`src/rtl/bcd_display_scanner.sv`:
```
// Binary-to-BCD converter (serial double-dabble) feeding a time-multiplexed
// 4-digit scan bus for a single shared seven-segment decoder.
module bcd_display_scanner #(
   parameter int REFRESH_CYCLES = 1000
) (
   input  logic        clk,
   input  logic        rst_n,
   input  logic        in_val,
   output logic        in_rdy,
   input  logic [13:0] in_bin,
   output logic        done,
   output logic        ovf,
   output logic [3:0]  digit,
   output logic [3:0]  digit_sel
);

   typedef enum logic {IDLE, CONV} state_t;

   localparam logic [15:0] REFRESH_LAST = 16'(REFRESH_CYCLES - 1);
   localparam logic [13:0] MAX_VALUE    = 14'd9999;

   state_t      state;
   logic [29:0] shreg;       // [29:14] BCD accumulator, [13:0] binary bits still to shift
   logic [3:0]  bit_cnt;
   logic [15:0] disp;
   logic [15:0] refresh_cnt;
   logic [1:0]  scan_idx;
   logic [29:0] adj;
   logic [29:0] shifted;

   // NOTE: every always_comb output gets a default first so no latch can be inferred.
   always_comb begin
      adj = shreg;
      for (int i = 0; i < 4; i++) begin
         if (shreg[14 + 4*i +: 4] >= 4'd5)
            adj[14 + 4*i +: 4] = shreg[14 + 4*i +: 4] + 4'd3;
      end
      shifted = adj << 1;
   end

   // NOTE: reset is synchronous, and all register updates use non-blocking assignments.
   always_ff @(posedge clk) begin
      if (!rst_n) begin
         state   <= IDLE;
         shreg   <= '0;
         bit_cnt <= '0;
         disp    <= '0;
         ovf     <= 1'b0;
         done    <= 1'b0;
      end else begin
         done <= 1'b0;
         case (state)
            IDLE: begin
               if (in_val && in_rdy) begin
                  if (in_bin > MAX_VALUE) begin
                     disp <= 16'h9999;
                     ovf  <= 1'b1;
                     done <= 1'b1;
                  end else begin
                     shreg   <= {16'b0, in_bin};
                     bit_cnt <= 4'd14;
                     ovf     <= 1'b0;
                     state   <= CONV;
                  end
               end
            end
            CONV: begin
               shreg   <= shifted;
               bit_cnt <= bit_cnt - 4'd1;
               // Last shift: publish the whole result at once so the scan never sees partials.
               if (bit_cnt == 4'd1) begin
                  disp  <= shifted[29:14];
                  done  <= 1'b1;
                  state <= IDLE;
               end
            end
            default: state <= IDLE;
         endcase
      end
   end

   // Scan runs regardless of conversion activity.
   always_ff @(posedge clk) begin
      if (!rst_n) begin
         refresh_cnt <= '0;
         scan_idx    <= '0;
      end else if (refresh_cnt == REFRESH_LAST) begin
         refresh_cnt <= '0;
         scan_idx    <= scan_idx + 2'd1;
      end else begin
         refresh_cnt <= refresh_cnt + 16'd1;
      end
   end

   assign in_rdy    = (state == IDLE);
   assign digit_sel = 4'b0001 << scan_idx;
   assign digit     = disp[4*scan_idx +: 4];

endmodule

```
`config.mk`:
```
export PLATFORM = sky130hd
export DESIGN_NAME = bcd_display_scanner
export DESIGN_NICKNAME = d
export VERILOG_FILES = /design/src/rtl/bcd_display_scanner.sv
export SDC_FILE = /design/constraint.sdc
export NUM_CORES = 1
export LEC_CHECK = 0
export CAP_MARGIN = 20
export CORE_MARGIN = 2
export CORE_UTILIZATION = 40
export DETAILED_ROUTE_END_ITERATION = 6
export PLACE_DENSITY_LB_ADDON = 0.15
export SETUP_SLACK_MARGIN = 0.15
export SLEW_MARGIN = 20
export SYNTH_ARGS = -nofsm -noshare
export SYNTH_HDL_FRONTEND = slang
export SYNTH_SLANG_ARGS = --single-unit
```
`constraint.sdc`:
```
create_clock -name clk -period 2.5 [get_ports clk]
set_input_delay 0.25 -clock clk [delete_from_list [all_inputs] [get_ports clk]]
set_output_delay 0.25 -clock clk [all_outputs]
set_load 0.01 [all_outputs]
```
=== Word-level counts from Yosys, hierarchy flattened ===
Index checks and enable logic that the tools add are counted.

* Flip-flop bits (word level): 71
* Output and inout port bits: 11

* $add $sub $neg: 7
* $lt $le $gt $ge: 5
* Equality and inequality tests: 6
* Shift operators: 2
* Multiplexer cells: 22
* Bitwise operators: 2
* Reductions and logical operators: 5

{| class="wikitable"
|+ Operator list
! kind !! count
|-
| 30-bit two-way mux || 2
|-
| 30-bit one-hot mux with 2 select lines || 1
|-
| 16-bit two-way mux || 3
|-
| 16-bit one-hot mux with 2 select lines || 1
|-
| 4-bit two-way mux || 5
|-
| 16-bit by 1-bit adder with 16-bit output (second input constant) || 1
|-
| 16-bit by 10-bit equality test with 1-bit output (second input constant) || 1
|-
| 4-bit by 3-bit >= comparator with 1-bit output (second input constant) || 4
|-
| 16-bit by 5-bit variable part select with 4-bit output || 1
|-
| 14-bit greater-than comparator (second input constant) || 1
|-
| 4-bit by 2-bit adder with 4-bit output (second input constant) || 3
|-
| 4-bit one-hot mux with 2 select lines || 1
|-
| 1-bit two-way mux || 6
|-
| 2-bit by 1-bit inequality test with 1-bit output (second input constant) || 3
|-
| 4-bit by 1-bit equality test with 1-bit output (second input constant) || 1
|-
| 1-bit one-hot mux with 2 select lines || 2
|-
| 2-bit AND reduction || 2
|-
| 1-bit by 2-bit left shift with 4-bit output (first input constant) || 1
|-
| 4-bit by 1-bit subtractor with 4-bit output (second input constant) || 1
|-
| 3-bit by 2-bit adder with 3-bit output (second input constant) || 1
|-
| 3-bit two-way mux || 1
|-
| 3-bit AND reduction || 1
|-
| 2-bit by 1-bit adder with 2-bit output (second input constant) || 1
|-
| 2-bit inequality test (second input constant) || 1
|-
| other kinds (3) || 4
|}

=== Logic depth before layout (Yosys ltp) ===
* Depth after elaboration: 4
* Gate-level depth with buffers: 7
* Depth with buffers taken out: 6

=== Worst setup path after synthesis ===
No wires, ideal clock.

* Path kind: reg-to-reg
* Start: reg refresh_cnt[0]
* End: reg refresh_cnt[10]
* Arrival time: 1,433 ps
* Path slack: 952 ps
* Stages on the path, launching flop included: 7
* Path buffers: 1
* Period minus slack after synthesis: 1,548 ps
* Cell sequence: dfxtp_1 -> ha_1 -> nor4bb_1 -> nand4_1 -> nand2_1 -> buf_4 -> nor2_1

* Longest elaborated chain between the ends: 2

{| class="wikitable"
|+ RTL lines
! element !! line !! text
|-
| start: declaration || 26 || <nowiki>logic [15:0] refresh_cnt;</nowiki>
|-
| start signal: assignment || 91 || <nowiki>refresh_cnt <= refresh_cnt + 16'd1;</nowiki>
|-
| branches (longest 2 deep; another with 16-bit by 1-bit adder with 16-bit output) || -- ||
|}

Several ways; the timed one is not identified.
A chain may end at the register's enable or synchronous reset.

=== Worst setup path after layout ===
* Start: reg scan_idx[0]
* End: out digit[0]

* Longest elaborated chain between the ends: 1

{| class="wikitable"
|+ RTL lines
! element !! line !! text
|-
| start: declaration || 27 || <nowiki>logic [1:0] scan_idx;</nowiki>
|-
| start signal: assignment || 89 || <nowiki>scan_idx <= scan_idx + 2'd1;</nowiki>
|-
| 16-bit by 5-bit variable part select with 4-bit output || 97 || <nowiki>assign digit = disp[4*scan_idx +: 4];</nowiki>
|-
| end: declaration || 13 || <nowiki>output logic [3:0] digit,</nowiki>
|}

No other way between the ends.

==> flow_summary.yaml <==
setup_path:
  reg2reg_depth: 6
  r2r_end: "shreg[28]"
  worstPathRequired_ps: 2250
  cpPeakStageDelay_ps: 570
  critical_path.endpoint_type: "primary output"
  cp.arrival_ps: 1950
  crit_family: "multiplexers"
  critical_path_class: "flop to primary output"
  r2r_slack_ps: 600
  critPathBufInv: 1
  r2r_start: "state"
  worstPathCellList: "mux4_2, clkdlybuf4s50_1"
  setup.worst_path.start_class: "flop"
  crit_fanout: 7
  slowest_stage: "mux4_2"
  cp.depth: 2
placement:
  gp_congestion: 0.757
  hpwl_um: 5330
  io_buffers: 27
global_route:
  grt_usage_pct: 17.4
  grt_max_degree: 35
  grt_pass1_wl_um: 12400
  grt-ovfl-total: 0
  grt_antenna_before_repair: 0
  grt_pass1_vias: 2569
logic_synthesis:
  synthArstFlopShare_pct: 0
  syn_avg_cell_area_um2: 8.79
  ys_warn_count: 0
  synthesis.nets: 422
  ys_seq_elements: 71
  synth_cell_type_count: 49
  synth_top_cell_by_area: "dfxtp_1"
  post-synth-top-count-cell: "dfxtp_1"
  synth_edf_count: 0
  ys.flop_type: "dfxtp_1"
  synthTopCellsByArea: "dfxtp_1 41%, mux2i_1 5.8%, ha_1 5.5%, nor2_1 5.0%, a21oi_1 5.0%"
  yosysTopAreaCellShare_pct: 41.5
  ys_seq_area_share_pct: 41.5
  synthesis.area_um2: 3430
  ys_top_cells_by_count: "71 x dfxtp_1, 46 x nor2_1, 42 x nand2_1, 34 x a21oi_1, 24 x o21ai_0"
  syn_inst: 390
power:
  p_sw_uw: 639
  swShare_pct: 26.6
  power.density_nw_per_um2: 602
  ir_drop_mv: 0.289
  internal-power_uw: 1760
  power.total_uw: 2400
  power_frac_seq_pct: 50.7
  p_leak_uw: 0.00160
  power_frac_comb_pct: 11.4
  power.share.clock_pct: 37.9
status:
  status: "complete, no violations"
layout:
  drive_gt1_share_pct: 9.43
  fillers: 797
  syn2layout_area_growth_pct: 16.4
  antenna_cells: 0
  fin_nets: 451
cts:
  worst_skew_pair.late_latency_ps: 350
  numCtsBuffers: 9
  cts_resized: 0
  cts_setup_buffers: 0
  clockRootBuffer: "clkbuf_8"
  htreeDepth: 3
  clk_pin_slew_ps: 70
  cts_tree: "done"
  clockBufferDepth: 2
  tritoncts_num_sinks: 71
  cts_hold_buf: 0
floorplan:
  core_area_um2: 8260
  die-width_um: 96.6
  die_y_um: 96.6
  io_pins: 28
  start_util_pct: 41.5
  rows: 33
  dieArea_um2: 9320
timing:
  setup_viol: 0
  grt_setup_unrepaired: "no"
  worst_pin_slew_ps: 694
  finalClockSkew_ps: 9.29
  relSlewSlack_pct: 53.6
  fin_setup_tns_ps: 0
  final_hold_viol_count: 0
  finalMaxSlewViolations: 0
  layout_min_cycle_time_ps: 2200
  fmax_mhz: 455
  fin_crit_sh_pct: 87.9
min_path:
  worstHoldEndpoint: "disp[7]"
  holdCritStartpoint: "disp[7]"
  worstHoldPathCells: 2
  hp-class: "flop to flop"
routing:
  viasPerCell: 5.26
  routedWlPerCell_um: 14.2
  routed_wl_um: 7500
  dr.pass1.iters: 4
  postRouteAntennaNets: 0
  post-route-drc-count: 0
  vias: 2783
  drt-initial-drc-count: 102
job:
  maxCapViolCount: 0
## cell type report
class / instances / area [µm²] / area share, %
timing repair buffer: 37 / 345 / 8.66
inverter: 22 / 82.6 / 2.07
tap: 105 / 131 / 3.29
clock inverter: 7 / 73.8 / 1.85
multi-input combinational: 278 / 1810 / 45.4
clock buffer: 9 / 124 / 3.11
sequential: 71 / 1420 / 35.6
## metal layers
layer | wire length, µm | GRT usage (%) | up-vias
met5 | 0 | 0 | -
met4 | 144 | 8.22 | 0
met3 | 218 | 2.87 | 11
met2 | 3300 | 25.8 | 42
met1 | 3830 | 24.7 | 1303
li1 | - | - | 1427
## worst register-to-register path: stages (launching register included)
cell	delay, ps
dfxtp_1	330
buf_4	200
clkinv_1	390
nand2_1	420
nor2_1	70
buf_4	180
a21bo_2	210
## power by group through the flow
stage               clock, µW  sequential, µW  combinational [µW]
global route              989            1220                 307
floorplan                   0            1230                 187
CTS                       941            1220                 276
global placement            0            1240                 271
finish                    911            1220                 275
detailed placement          0            1240                 275
## logic make-up (layout without fill, tap and decap cells)
family                   count (synthesis)  in the layout  synth area share, %
flip-flops                              71             71                 41.5
adder cells (fa/ha/maj)                 15             15                 5.48
buffers and inverters                   41             75                 5.84
AO/OA/AOI/OAI                           92             92                 17.0
AND/OR/NAND/NOR                        134            134                 18.4
XOR/XNOR                                13             13                 3.32
multiplexers                            24             24                 8.47
## state kept, by name, summed over array words and instances (netlist names)
name / cells
disp: 16
shreg: 30
scan_idx: 2
ovf: 1
refresh_cnt: 16
state: 1
bit_cnt: 4
done: 1
## placed cells by master (no fill, tap or decap), types with 3 or more instances in the layout
master	instances
and3_1	6
a31oi_1	5
nor3_1	5
nor4_1	4
xnor2_1	7
inv_1	21
nand2b_1	6
o31ai_1	4
a311o_1	3
nor3b_1	3
o21ai_0	24
buf_4	10
nor2_1	46
clkbuf_8	9
xor2_1	6
ha_1	15
nand2_1	42
clkdlybuf4s50_1	27
a21bo_2	4
nand4_1	5
nand3_1	10
mux2i_1	20
clkinv_4	3
mux4_2	4
dfxtp_1	71
a21oi_1	34
a211oi_1	3
## how the worst max path moves through the flow
| stage | from | end |
|---|---|---|
| 2_1_floorplan | refresh_cnt[0] | refresh_cnt[10] |
| 3_3_place_gp | in_bin[7] | shreg[28] |
| 3_5_place_dp | in_bin[7] | shreg[24] |
| 4_1_cts | scan_idx[0] | digit[0] |
| 5_1_grt | scan_idx[0] | digit[0] |
| 6_report | scan_idx[0] | digit[0] |
## stage by stage
step | setup slack [ps] | hold WS, ps | area (µm²) | utilization, % | std cells
floorplan | 952 | 386 | 3430 | - | 390
global placement | 296 | 434 | 3790 | 45.9 | 513
detailed placement | 325 | 438 | 3790 | 45.9 | 513
CTS | 251 | 449 | 3990 | 48.3 | 529
global route | 215 | 472 | 3990 | 48.3 | 529
finish | 303 | 450 | 3990 | 48.3 | 529
No activity file was read; power rests on OpenSTA's default activity.
